==> config.mk <==
export PLATFORM = sky130hd
export DESIGN_NAME = fir_cfg_sequencer
export DESIGN_NICKNAME = d
export VERILOG_FILES = /design/src/rtl/fir_pkg.sv /design/src/rtl/fir_valid_pipe.sv /design/src/rtl/fir_cfg_sequencer.sv
export SDC_FILE = /design/constraint.sdc
export NUM_CORES = 1
export LEC_CHECK = 0
export CAP_MARGIN = 30
export CORE_MARGIN = 4
export CORE_UTILIZATION = 40
export CTS_CLUSTER_SIZE = 14
export DETAILED_ROUTE_END_ITERATION = 6
export PLACE_DENSITY = 0.7
export SYNTH_ARGS = -nofsm -noshare
export SYNTH_HDL_FRONTEND = slang
export SYNTH_SLANG_ARGS = --single-unit
==> constraint.sdc <==
create_clock -name clk -period 2.61 [get_ports clk]
set_input_delay 0.261 -clock clk [delete_from_list [all_inputs] [get_ports clk]]
set_output_delay 0.261 -clock clk [all_outputs]
set_load 0.1 [all_outputs]
==> src/rtl/fir_pkg.sv <==
// rtl/fir_pkg.sv - shared state encoding and default sizes for the FIR front-end
package fir_pkg;

  typedef enum logic [1:0] {
    ST_IDLE  = 2'd0,
    ST_LOAD  = 2'd1,
    ST_FLUSH = 2'd2,
    ST_RUN   = 2'd3
  } fir_state_t;

  localparam int TAP_SIZE  = 2;
  localparam int X_N_SIZE  = 8;
  localparam int Y_N_SIZE  = 10;
  localparam int FLUSH_LEN = 5;
  localparam int PIPE_LAT  = 2;

endpackage

==> src/rtl/fir_valid_pipe.sv <==
// rtl/fir_valid_pipe.sv - PIPE_LAT-deep valid shift register with synchronous clear
module fir_valid_pipe #(
  parameter int PIPE_LAT = fir_pkg::PIPE_LAT
) (
  input  logic clk,
  input  logic reset,
  input  logic clear,
  input  logic push,
  output logic tail
);

  logic [PIPE_LAT-1:0] sr;

  always_ff @(posedge clk) begin
    if (reset || clear) begin
      sr <= '0;
    end else begin
      sr <= (sr << 1) | PIPE_LAT'(push);
    end
  end

  assign tail = sr[PIPE_LAT-1];

endmodule

==> src/rtl/fir_cfg_sequencer.sv <==
// rtl/fir_cfg_sequencer.sv - shares the FIR input bus between coefficient loads and samples,
// flushes the delay line after each load and re-times the FIR output with a valid flag
module fir_cfg_sequencer #(
  parameter int NBR_OF_TAPS = 3,
  parameter int TAP_SIZE    = fir_pkg::TAP_SIZE,
  parameter int X_N_SIZE    = fir_pkg::X_N_SIZE,
  parameter int Y_N_SIZE    = fir_pkg::Y_N_SIZE,
  parameter int FLUSH_LEN   = fir_pkg::FLUSH_LEN,
  parameter int PIPE_LAT    = fir_pkg::PIPE_LAT
) (
  input  logic                clk,
  input  logic                reset,
  input  logic                cfg_start,
  input  logic                cfg_valid,
  output logic                cfg_ready,
  input  logic [X_N_SIZE-1:0] cfg_data,
  input  logic                s_valid,
  output logic                s_ready,
  input  logic [X_N_SIZE-1:0] s_data,
  output logic [X_N_SIZE-1:0] fir_x_n,
  output logic                fir_set_coeffs,
  output logic                fir_tvalid,
  input  logic [Y_N_SIZE-1:0] fir_y_n,
  output logic                y_valid,
  output logic [Y_N_SIZE-1:0] y_data,
  output logic                busy,
  output logic                cfg_err
);
  import fir_pkg::*;

  localparam int CNT_W   = $clog2(NBR_OF_TAPS + 1);
  localparam int FLUSH_W = $clog2(FLUSH_LEN + 1);
  localparam logic [CNT_W-1:0]   LAST_TAP   = CNT_W'(NBR_OF_TAPS - 1);
  localparam logic [FLUSH_W-1:0] LAST_FLUSH = FLUSH_W'(FLUSH_LEN - 1);

  // The FIR takes its coefficient from the low TAP_SIZE bits of the shared bus.
  if (TAP_SIZE < 1 || TAP_SIZE > X_N_SIZE) begin : g_bad_tap_size
    $error("TAP_SIZE must fit inside the X_N_SIZE bus");
  end

  fir_state_t          state, state_n;
  logic [CNT_W-1:0]    coef_cnt, coef_cnt_n, coef_base;
  logic [FLUSH_W-1:0]  flush_cnt, flush_cnt_n;
  logic [X_N_SIZE-1:0] x_n_n;
  logic                set_n, tvalid_n, err_n;
  logic                accept, pipe_clear, pipe_tail;

  always_comb begin
    state_n     = state;
    coef_cnt_n  = coef_cnt;
    flush_cnt_n = flush_cnt;
    x_n_n       = fir_x_n;
    set_n       = 1'b0;
    tvalid_n    = 1'b0;
    err_n       = cfg_err;
    accept      = 1'b0;
    pipe_clear  = 1'b0;
    // A restart inside LOAD makes the same-cycle beat coefficient 0.
    coef_base   = cfg_start ? '0 : coef_cnt;
    case (state)
      ST_IDLE: begin
        if (cfg_start) begin
          state_n    = ST_LOAD;
          coef_cnt_n = '0;
        end else begin
          state_n = ST_RUN;
        end
      end
      ST_LOAD: begin
        coef_cnt_n = coef_base;
        err_n      = cfg_err | cfg_start;
        if (cfg_valid && cfg_ready) begin
          set_n = 1'b1;
          x_n_n = cfg_data;
          if (coef_base == LAST_TAP) begin
            state_n     = ST_FLUSH;
            flush_cnt_n = '0;
          end else begin
            coef_cnt_n = coef_base + CNT_W'(1);
          end
        end
      end
      ST_FLUSH: begin
        if (cfg_start) begin
          state_n    = ST_LOAD;
          coef_cnt_n = '0;
          err_n      = 1'b1;
        end else begin
          tvalid_n    = 1'b1;
          x_n_n       = '0;
          flush_cnt_n = flush_cnt + FLUSH_W'(1);
          if (flush_cnt == LAST_FLUSH) state_n = ST_RUN;
        end
      end
      ST_RUN: begin
        if (cfg_start) begin
          state_n    = ST_LOAD;
          coef_cnt_n = '0;
          pipe_clear = 1'b1;
        end else if (s_valid && s_ready) begin
          accept   = 1'b1;
          tvalid_n = 1'b1;
          x_n_n    = s_data;
        end
      end
      default: state_n = ST_IDLE;
    endcase
  end

  always_ff @(posedge clk) begin
    if (reset) begin
      state          <= ST_IDLE;
      coef_cnt       <= '0;
      flush_cnt      <= '0;
      fir_x_n        <= '0;
      fir_set_coeffs <= 1'b0;
      fir_tvalid     <= 1'b0;
      cfg_ready      <= 1'b0;
      s_ready        <= 1'b0;
      busy           <= 1'b0;
      cfg_err        <= 1'b0;
      y_valid        <= 1'b0;
      y_data         <= '0;
    end else begin
      state          <= state_n;
      coef_cnt       <= coef_cnt_n;
      flush_cnt      <= flush_cnt_n;
      fir_x_n        <= x_n_n;
      fir_set_coeffs <= set_n;
      fir_tvalid     <= tvalid_n;
      cfg_ready      <= (state_n == ST_LOAD);
      s_ready        <= (state_n == ST_RUN);
      busy           <= (state_n == ST_LOAD) || (state_n == ST_FLUSH);
      cfg_err        <= err_n;
      y_valid        <= pipe_tail && !pipe_clear;
      if (pipe_tail && !pipe_clear) y_data <= fir_y_n;
    end
  end

  fir_valid_pipe #(
    .PIPE_LAT(PIPE_LAT)
  ) u_valid_pipe (
    .clk  (clk),
    .reset(reset),
    .clear(pipe_clear),
    .push (accept),
    .tail (pipe_tail)
  );

endmodule
==> Implementation_results.wiki, run 1 <==
{| class="wikitable"
! Metric !! Value
|-
| Fin cells || 296
|-
| Proportion of register bits with asynchronous set or reset after synthesis || 0%
|-
| Measured slew at the worst slew-check pin || 0.6897 ns
|-
| Distinct cell type count after synthesis || 34
|-
| CTS tree || yes
|-
| # clock sinks || 34
|-
| Worst Reg2Reg Path Length in Cells || 5
|-
| Total of flip-flops plus latches after synthesis || 34
|-
| Routed len/inst || 12.65 um
|-
| Mapped Nets || 231
|-
| Period Utilization, post-route || 81.31%
|-
| Most frequent standard cell in the layout excluding fill and tap cells || sky130_fd_sc_hd__dfxtp_1
|-
| TritonRoute pass-1 iters || 4
|-
| Combinational share of power || 33.9%
|-
| Yosys warnings || 0
|-
| Crit. End Element || register
|-
| Worst slack at placement || 0.4725 ns
|-
| Internal power contribution || roughly 1 mW
|-
| Total Negative Setup Slacks || 0 ns
|-
| Clk_skew || 0.003359 ns
|-
| Final Hold Viols || 0
|-
| Number of placed instances, taps included || 288
|-
| Part of the total power dissipated in the clock network || between 20 and 30%
|-
| Commonest non-fill, non-tap cells in the layout || sky130_fd_sc_hd__dfxtp_1, sky130_fd_sc_hd__clkdlybuf4s50_1, sky130_fd_sc_hd__buf_4
|-
| Quantity of hold-fixing buffers added after cts || 0
|-
| Sum of routed wire length over all layers || 3743 um
|-
| Flop-to-flop setup slack || 0.49 ns
|-
| Worst hold path startpoint || u_valid_pipe.sr[0]$_SDFF_PP0_
|-
| Utilization after layout || 57.63%
|-
| Setup-failing EPs final || 0
|-
| Initial Utilization || 41.97%
|-
| Overall via count from detail_route || 1464
|-
| Maximum number of pins on one net before global-route repair || 21
|-
| Static leakage || 0.9403 nW
|-
| Worst hold path depth || 1
|-
| Fraction of power spent switching nets || 35.92%
|-
| Wire length of the first global-routing pass || ~6000 um
|-
| Worst Setup Path Type || register to register
|-
| Time the worst path needs with I/O delays and setup || 2.122 ns
|-
| Required arrival time at the worst endpoint || 2.78 ns
|-
| Number of buffers added on ports || 55
|-
| H-tree level count || 2
|-
| Maximum clock path buffer count || 2
|-
| Max Transition Viols Final || 0
|-
| Vias in the first global route || around 1400
|-
| Net load switching power || 574.3 uW
|-
| RSZ-0062 raised after global routing || no
|-
| Clock insertion delay at the later pin of the skew report || 0.28 ns
|-
| Maximum Capacitance Violations || 0
|-
| Core area || 4058 um2
|-
| Ant. Diodes || 0
|-
| Type of the tightest min-delay check || register to register
|-
| Syn avg cell area || 9.010 um2
|-
| Fmax || 471.2 MHz
|-
| Count of cells resized by post-cts repair || 0
|-
| Power after layout || 1.599 mW
|-
| Crit path launch type || register
|-
| Power density over the cells || a little under 700 nW/um2
|-
| Drt via density || about 4.9
|-
| Die Height || approximately 73 um
|-
| Sequential share of the synthesized area || about two fifths
|-
| Aggregate global routing overflow || 0
|-
| R2r endpoint || fir_x_n[2]$_SDFFE_PP0P_
|-
| Cell Area, Synth || 1703 um2
|-
| Number of synthesized flops with an enable pin || 0
|-
| Worst Hold Endpoint || u_valid_pipe.sr[1]$_SDFF_PP0_
|-
| Data arrival time of the worst path || 2.30 ns
|-
| Crit path max fanout || 17
|-
| Worst IR Drop VDD || 0.5824 mV
|-
| Die Width || 73.25 um
|-
| Master cell of the clock root buffer || sky130_fd_sc_hd__clkbuf_8
|-
| Mapped Cells || 189
|-
| Clock buffer count from CTS || 5
|-
| Post-detail-place hpwl || 2784 um
|-
| Reg clk slew, reported paths || 0.07 ns
|-
| Remaining number of nets flagged by the antenna check after routing || 0
|-
| Initial antenna violation count || 0
|-
| Global-route usage over all layers || 14.47%
|-
| Fraction of final layout cells sized beyond drive strength 1 || approximately a quarter
|-
| Layout net count || 287
|-
| Beginning of the worst register-to-register path || state[0]$_SDFF_PP0_
|-
| PnR worst setup slack || 0.4879 ns
|-
| Area delta synth->final || 37.33%
|-
| Post-synth top flop || sky130_fd_sc_hd__dfxtp_1
|-
| Die ar. || 5365 um2
|-
| Routability congestion estimate || 0.7475
|-
| First DRT Iteration DRCs || 46
|-
| Status || finished, final reports clean
|-
| Worst max-slew margin expressed relative to the limit || 53.87%
|-
| I/O pin count || 56
|-
| Post-route DRC || 0
|-
| Number of buffers inserted by post-CTS setup repair || 0
|-
| Sequential group share of total power || 36.6%
|-
| Number of rows created at floorplan || 23
|}
## layout make-up
type / instances / area (um2)
fill: 364 / 1719
multi-input combinational: 136 / 930.9
sequential: 34 / 680.7
timing repair buffer: 60 / 525.5
clock buffer: 5 / 68.82
tap: 50 / 62.56
clock inverter: 3 / 40.04
inverter: 8 / 30.03
## metal layers
metal  up-vias  part of all wire, %  GRT usage [%]
met1       662                   46          17.58
met5         -                    0              0
met2        33                   45          24.23
met3         6                  7.1          4.683
met4         0                  1.4          4.303
li1        763                    -              -
## power groups by stage
stage	clock, mW	sequential [mW]	combinational, mW
floorplan	0	0.822	0.193
global placement	0	0.596	0.542
detailed placement	0	0.596	0.545
CTS	0.488	0.584	0.547
global route	0.508	0.590	0.576
finish	0.472	0.585	0.543
## worst max path at each step
| stage | start | to | slack [ns] | cells after the start |
|---|---|---|---|---|
| after detailed placement | state[0]$_SDFF_PP0_ | fir_x_n[2]$_SDFFE_PP0P_ | 0.47 | 5 |
| after global routing | state[0]$_SDFF_PP0_ | fir_x_n[2]$_SDFFE_PP0P_ | 0.34 | 5 |
| after CTS | state[0]$_SDFF_PP0_ | fir_x_n[2]$_SDFFE_PP0P_ | 0.48 | 5 |
| after floorplan | cfg_ready$_SDFF_PP0_ | busy$_SDFF_PP0_ | 0.53 | 5 |
| final | state[0]$_SDFF_PP0_ | fir_x_n[2]$_SDFFE_PP0P_ | 0.49 | 5 |
| after global placement | state[0]$_SDFF_PP0_ | fir_x_n[0]$_SDFFE_PP0P_ | 0.52 | 5 |
## per-stage QoR
stage               hold WS, ns  cell area [um2]
floorplan                0.3970             1703
global placement         0.4082             2230
detailed placement       0.4196             2230
CTS                      0.4355             2338
global route             0.4540             2338
finish                   0.4307             2338
## worst max-delay path, stage by stage, from the launching register on
cell and delay [ns]:
sky130_fd_sc_hd__dfxtp_1 0.45, sky130_fd_sc_hd__inv_1 0.09, sky130_fd_sc_hd__ha_1 0.38, sky130_fd_sc_hd__and2_1 0.26
sky130_fd_sc_hd__a221o_1 0.46, sky130_fd_sc_hd__mux2_4 0.37
## kinds of logic (layout without fill, tap and decap cells)
logic type | Yosys count | count (layout) | share of synthesized area (%)
AND/OR/NAND/NOR | 75 | 75 | 23.51
adder cells (fa/ha/maj) | 11 | 11 | 8.082
buffers and inverters | 19 | 76 | 5.363
AO/OA/AOI/OAI | 41 | 41 | 15.36
multiplexers | 9 | 9 | 7.715
flip-flops | 34 | 34 | 39.97
## cells in the mapped netlist, types with 2 or more instances
library cell	count	share of area (%)
sky130_fd_sc_hd__dfxtp_1	34	40
sky130_fd_sc_hd__nand2_1	29	6.4
sky130_fd_sc_hd__a21oi_1	21	6.2
sky130_fd_sc_hd__ha_1	11	8.1
sky130_fd_sc_hd__nor2b_1	10	3.7
sky130_fd_sc_hd__nand3_1	9	2.6
sky130_fd_sc_hd__inv_1	8	1.8
sky130_fd_sc_hd__mux2_4	8	7.1
sky130_fd_sc_hd__or3b_2	8	4.1
sky130_fd_sc_hd__a31oi_1	5	1.8
sky130_fd_sc_hd__nand2b_1	5	1.8
sky130_fd_sc_hd__nor2_1	5	1.1
sky130_fd_sc_hd__buf_2	4	1.2
sky130_fd_sc_hd__clkbuf_1	4	0.88
sky130_fd_sc_hd__o21ai_0	4	1.2
sky130_fd_sc_hd__and2_1	3	1.1
sky130_fd_sc_hd__a2111o_1	2	1.3
sky130_fd_sc_hd__a311oi_1	2	1.0
sky130_fd_sc_hd__buf_6	2	1.3
## flip-flops by register name, indices dropped and copies added, names as in the netlist
signal,flops
y_data,10
s_ready,1
fir_x_n,8
cfg_ready,1
y_valid,1
fir_tvalid,1
coef_cnt,2
flush_cnt,3
state,2
u_valid_pipe.sr,2
fir_set_coeffs,1
cfg_err,1
busy,1
No activity file was read; power rests on OpenSTA's default activity.
==> inputs of run 2 (changes only) <==
--- a/config.mk
+++ b/config.mk
@@ -10,7 +10,7 @@
 export CORE_UTILIZATION = 40
 export CTS_CLUSTER_SIZE = 14
 export DETAILED_ROUTE_END_ITERATION = 6
-export PLACE_DENSITY = 0.7
+export PLACE_DENSITY = 0.73
 export SYNTH_ARGS = -nofsm -noshare
 export SYNTH_HDL_FRONTEND = slang
 export SYNTH_SLANG_ARGS = --single-unit
==> constraint.sdc (replaced) <==
create_clock -name clk -period 1.95 [get_ports clk]
set_input_delay 0.195 -clock clk [delete_from_list [all_inputs] [get_ports clk]]
set_output_delay 0.195 -clock clk [all_outputs]
set_load 0.1 [all_outputs]
==> Implementation_results.wiki, run 2 (synthesis gave the netlist of run 1 again) <==
{| class="wikitable"
! Metric !! Value
|-
| Time the worst path needs with I/O delays and setup || 1.803 ns (was 2.122 ns)
|-
| Final Hold Viols || 0 (unchanged)
|-
| Maximum number of pins on one net before global-route repair || 42 (was 21)
|-
| Crit. End Element || register (unchanged)
|-
| Worst Setup Path Type || register to register (unchanged)
|-
| Crit path max fanout || 8 (was 17)
|-
| Area delta synth->final || 41.22% (was 37.33%)
|-
| Sum of routed wire length over all layers || 3907 um (was 3743 um)
|-
| Maximum Capacitance Violations || 0 (unchanged)
|-
| Clock buffer count from CTS || 5 (unchanged)
|-
| Required arrival time at the worst endpoint || 2.12 ns (was 2.78 ns)
|-
| Reg clk slew, reported paths || 0.06 ns (was 0.07 ns)
|-
| Number of placed instances, taps included || 297 (was 288)
|-
| Worst max-slew margin expressed relative to the limit || 68.99% (was 53.87%)
|-
| Most used routing layer in global routing || met2 (unchanged)
|-
| Number of buffer and inverter instances along the worst setup path || 1 (unchanged)
|-
| Fraction of final layout cells sized beyond drive strength 1 || 27.06% (was 23.58%)
|-
| Maximum clock path buffer count || 2 (unchanged)
|-
| Drt via density || 5.007 (was 4.946)
|-
| Commonest non-fill, non-tap cells in the layout || sky130_fd_sc_hd__buf_4, sky130_fd_sc_hd__dfxtp_1, sky130_fd_sc_hd__clkdlybuf4s50_1 (was sky130_fd_sc_hd__dfxtp_1, sky130_fd_sc_hd__clkdlybuf4s50_1, sky130_fd_sc_hd__buf_4)
|-
| Die Height || 73.25 um (unchanged)
|-
| Worst IR Drop VDD || 0.4838 mV (was 0.5824 mV)
|-
| Overall via count from detail_route || 1527 (was 1464)
|-
| Layout net count || 296 (was 287)
|-
| Flop-to-flop setup slack || 0.15 ns (was 0.49 ns)
|-
| Number of rows created at floorplan || 23 (unchanged)
|-
| Vias in the first global route || 1415 (was 1403)
|-
| Worst Hold Endpoint || u_valid_pipe.sr[1]$_SDFF_PP0_ (unchanged)
|-
| Biggest cell delay along the critical path || 0.44 ns (was 0.46 ns)
|-
| First DRT Iteration DRCs || 62 (was 46)
|-
| Aggregate global routing overflow || 0 (unchanged)
|-
| Period Utilization, post-route || 92.45% (was 81.31%)
|-
| I/O pin count || 56 (unchanged)
|-
| Master cell of the clock root buffer || sky130_fd_sc_hd__clkbuf_8 (unchanged)
|-
| Post-route DRC || 0 (unchanged)
|-
| Post-detail-place hpwl || 2897 um (was 2784 um)
|-
| Layout filler cell count || 379 (was 364)
|-
| Quantity of hold-fixing buffers added after cts || 0 (unchanged)
|-
| Setup-failing EPs final || 0 (unchanged)
|-
| R2r endpoint || fir_x_n[4]$_SDFFE_PP0P_ (was fir_x_n[2]$_SDFFE_PP0P_)
|-
| Status || finished, final reports clean (unchanged)
|-
| Registers with the most flip-flops || y_data x10, fir_x_n x8, flush_cnt x3 (unchanged)
|-
| Power density over the cells || 858.4 nW/um2 (was 683.7 nW/um2)
|-
| # clock sinks || 34 (unchanged)
|-
| Routed len/inst || 12.81 um (was 12.65 um)
|-
| Global-route usage over all layers || 15.04% (was 14.47%)
|-
| Initial Utilization || 41.97% (unchanged)
|-
| Met3 capacity usage during global routing || 5.096% (was 4.683%)
|-
| Crit path launch type || register (unchanged)
|-
| Max Transition Viols Final || 0 (unchanged)
|-
| Fin cells || 305 (was 296)
|-
| GRT met1 Usage || 18.25% (was 17.58%)
|-
| Type of the tightest min-delay check || register to register (unchanged)
|-
| Routability congestion estimate || 0.7548 (was 0.7475)
|-
| Core area || 4058 um2 (unchanged)
|-
| Static leakage || 0.9788 nW (was 0.9403 nW)
|-
| Worst Reg2Reg Path Length in Cells || 5 (unchanged)
|-
| Total Negative Setup Slacks || 0 ns (unchanged)
|-
| TritonRoute pass-1 iters || 5 (was 4)
|-
| Remaining number of nets flagged by the antenna check after routing || 0 (unchanged)
|-
| Met2 global-route usage || 25.42% (was 24.23%)
|-
| Measured slew at the worst slew-check pin || 0.4625 ns (was 0.6897 ns)
|-
| Ordered cell list for the critical path || ha_1 > nand4b_1 > a221o_1 > buf_4 > mux2_4 (was inv_1 > ha_1 > and2_1 > a221o_1 > mux2_4)
|-
| Data arrival time of the worst path || 1.97 ns (was 2.30 ns)
|-
| Cell with the largest stage delay on the worst path || sky130_fd_sc_hd__dfxtp_1 (was sky130_fd_sc_hd__a221o_1)
|-
| Worst hold path depth || 1 (unchanged)
|-
| Most frequent standard cell in the layout excluding fill and tap cells || sky130_fd_sc_hd__buf_4 (was sky130_fd_sc_hd__dfxtp_1)
|-
| Die Width || 73.25 um (unchanged)
|-
| CTS tree || yes (unchanged)
|-
| Beginning of the worst register-to-register path || state[1]$_SDFF_PP0_ (was state[0]$_SDFF_PP0_)
|-
| Die ar. || 5365 um2 (unchanged)
|-
| Depth of the critical timing path with buffers and inverters included || 5 (unchanged)
|-
| Number of buffers added on ports || 55 (unchanged)
|-
| Cell family with the largest share of critical-path delay || flip-flops (was compound AO/OA/AOI/OAI gates)
|-
| Worst hold path startpoint || u_valid_pipe.sr[0]$_SDFF_PP0_ (unchanged)
|-
| Fmax || 554.7 MHz (was 471.2 MHz)
|-
| Flip-flop count of the largest register, all copies and words added || 10 (unchanged)
|-
| Ant. Diodes || 0 (unchanged)
|-
| H-tree level count || 2 (unchanged)
|-
| Register bank with the most flops || y_data (unchanged)
|-
| Wire length of the first global-routing pass || 6375 um (was 6161 um)
|-
| RSZ-0062 raised after global routing || no (unchanged)
|-
| Clock insertion delay at the later pin of the skew report || 0.28 ns (about the same)
|-
| Initial antenna violation count || 0 (unchanged)
|-
| Clk_skew || 0.006667 ns (was 0.003359 ns)
|}
run 2: changes by cell type in the layout (fill, tap and decap cells not counted):
cell / previous run / this run
sky130_fd_sc_hd__clkbuf_1: 0 / 1
sky130_fd_sc_hd__bufinv_16: 1 / 0
sky130_fd_sc_hd__clkinv_2: 2 / 1
sky130_fd_sc_hd__dfxtp_2: 0 / 3
sky130_fd_sc_hd__dfxtp_1: 34 / 31
sky130_fd_sc_hd__buf_12: 0 / 1
sky130_fd_sc_hd__clkbuf_8: 5 / 6
sky130_fd_sc_hd__buf_4: 30 / 38
run 2: per-layer routing:
layer	vias up	routed length, um
met5	-	0
met4	0	42
met3	4	265
met2	39	1846
met1	703	1752
li1	781	-
run 2: how the worst max path moves through the flow:
stage / from / end / slack (ns)
floorplan: state[0]$_SDFF_PP0_ / fir_x_n[0]$_SDFFE_PP0P_ / 0.22
CTS: state[0]$_SDFF_PP0_ / fir_x_n[4]$_SDFFE_PP0P_ / 0.08
global route: state[1]$_SDFF_PP0_ / busy$_SDFF_PP0_ / 0.05
finish: state[1]$_SDFF_PP0_ / fir_x_n[4]$_SDFFE_PP0P_ / 0.15
global placement: cfg_start / busy$_SDFF_PP0_ / 0.06
detailed placement: cfg_start / flush_cnt[1]$_SDFFE_PP0P_ / 0.001
run 2: final cells by class:
| class | instances | area, um2 | area share (%) |
|---|---|---|---|
| inverter | 8 | 30.03 | 1.249 |
| timing repair buffer | 69 | 605.6 | 25.18 |
| clock buffer | 7 | 86.33 | 3.590 |
| sequential | 34 | 684.4 | 28.46 |
| multi-input combinational | 136 | 930.9 | 38.71 |
| clock inverter | 1 | 5.005 | 0.2081 |
| tap | 50 | 62.56 | 2.601 |
run 2: worst register-to-register path: cells and delay by family (launching register included):
family | cells | cell delay [ns]
AND/OR/NAND/NOR | 1 | 0.13
multiplexers | 1 | 0.31
buffers and inverters | 1 | 0.19
AO/OA/AOI/OAI | 1 | 0.33
flip-flops | 1 | 0.44
adder cells (fa/ha/maj) | 1 | 0.30
run 2: metrics by stage:
stage | hold WS, ns | utilization, % | instance area [um2] | setup slack, ns | total power, mW
after floorplan | 0.3310 | - | 1705 | 0.2158 | 1.361
after global placement | 0.4082 | 56.98 | 2312 | 0.06397 | 1.552
after detailed placement | 0.4241 | 56.98 | 2312 | 0.001082 | 1.561
after CTS | 0.4327 | 59.24 | 2404 | 0.08388 | 2.093
after global routing | 0.4561 | 59.27 | 2405 | 0.04740 | 2.160
final | 0.4311 | 59.27 | 2405 | 0.1473 | 2.064
run 2: power breakdown:
| part | internal [mW] | total [mW] | switching [mW] |
|---|---|---|---|
| combinational | 0.273 | 0.759 | 0.486 |
| clock | 0.284 | 0.519 | 0.235 |
| sequential | 0.749 | 0.787 | 0.0380 |
| total | 1.31 | 2.06 | 0.758 |
run 2: timing repair:
item,4_1_cts,5_1_grt
endpoints found under the hold margin,0,0
resized for setup,0,1
endpoints found under the setup margin,0,1
setup buffers,0,0
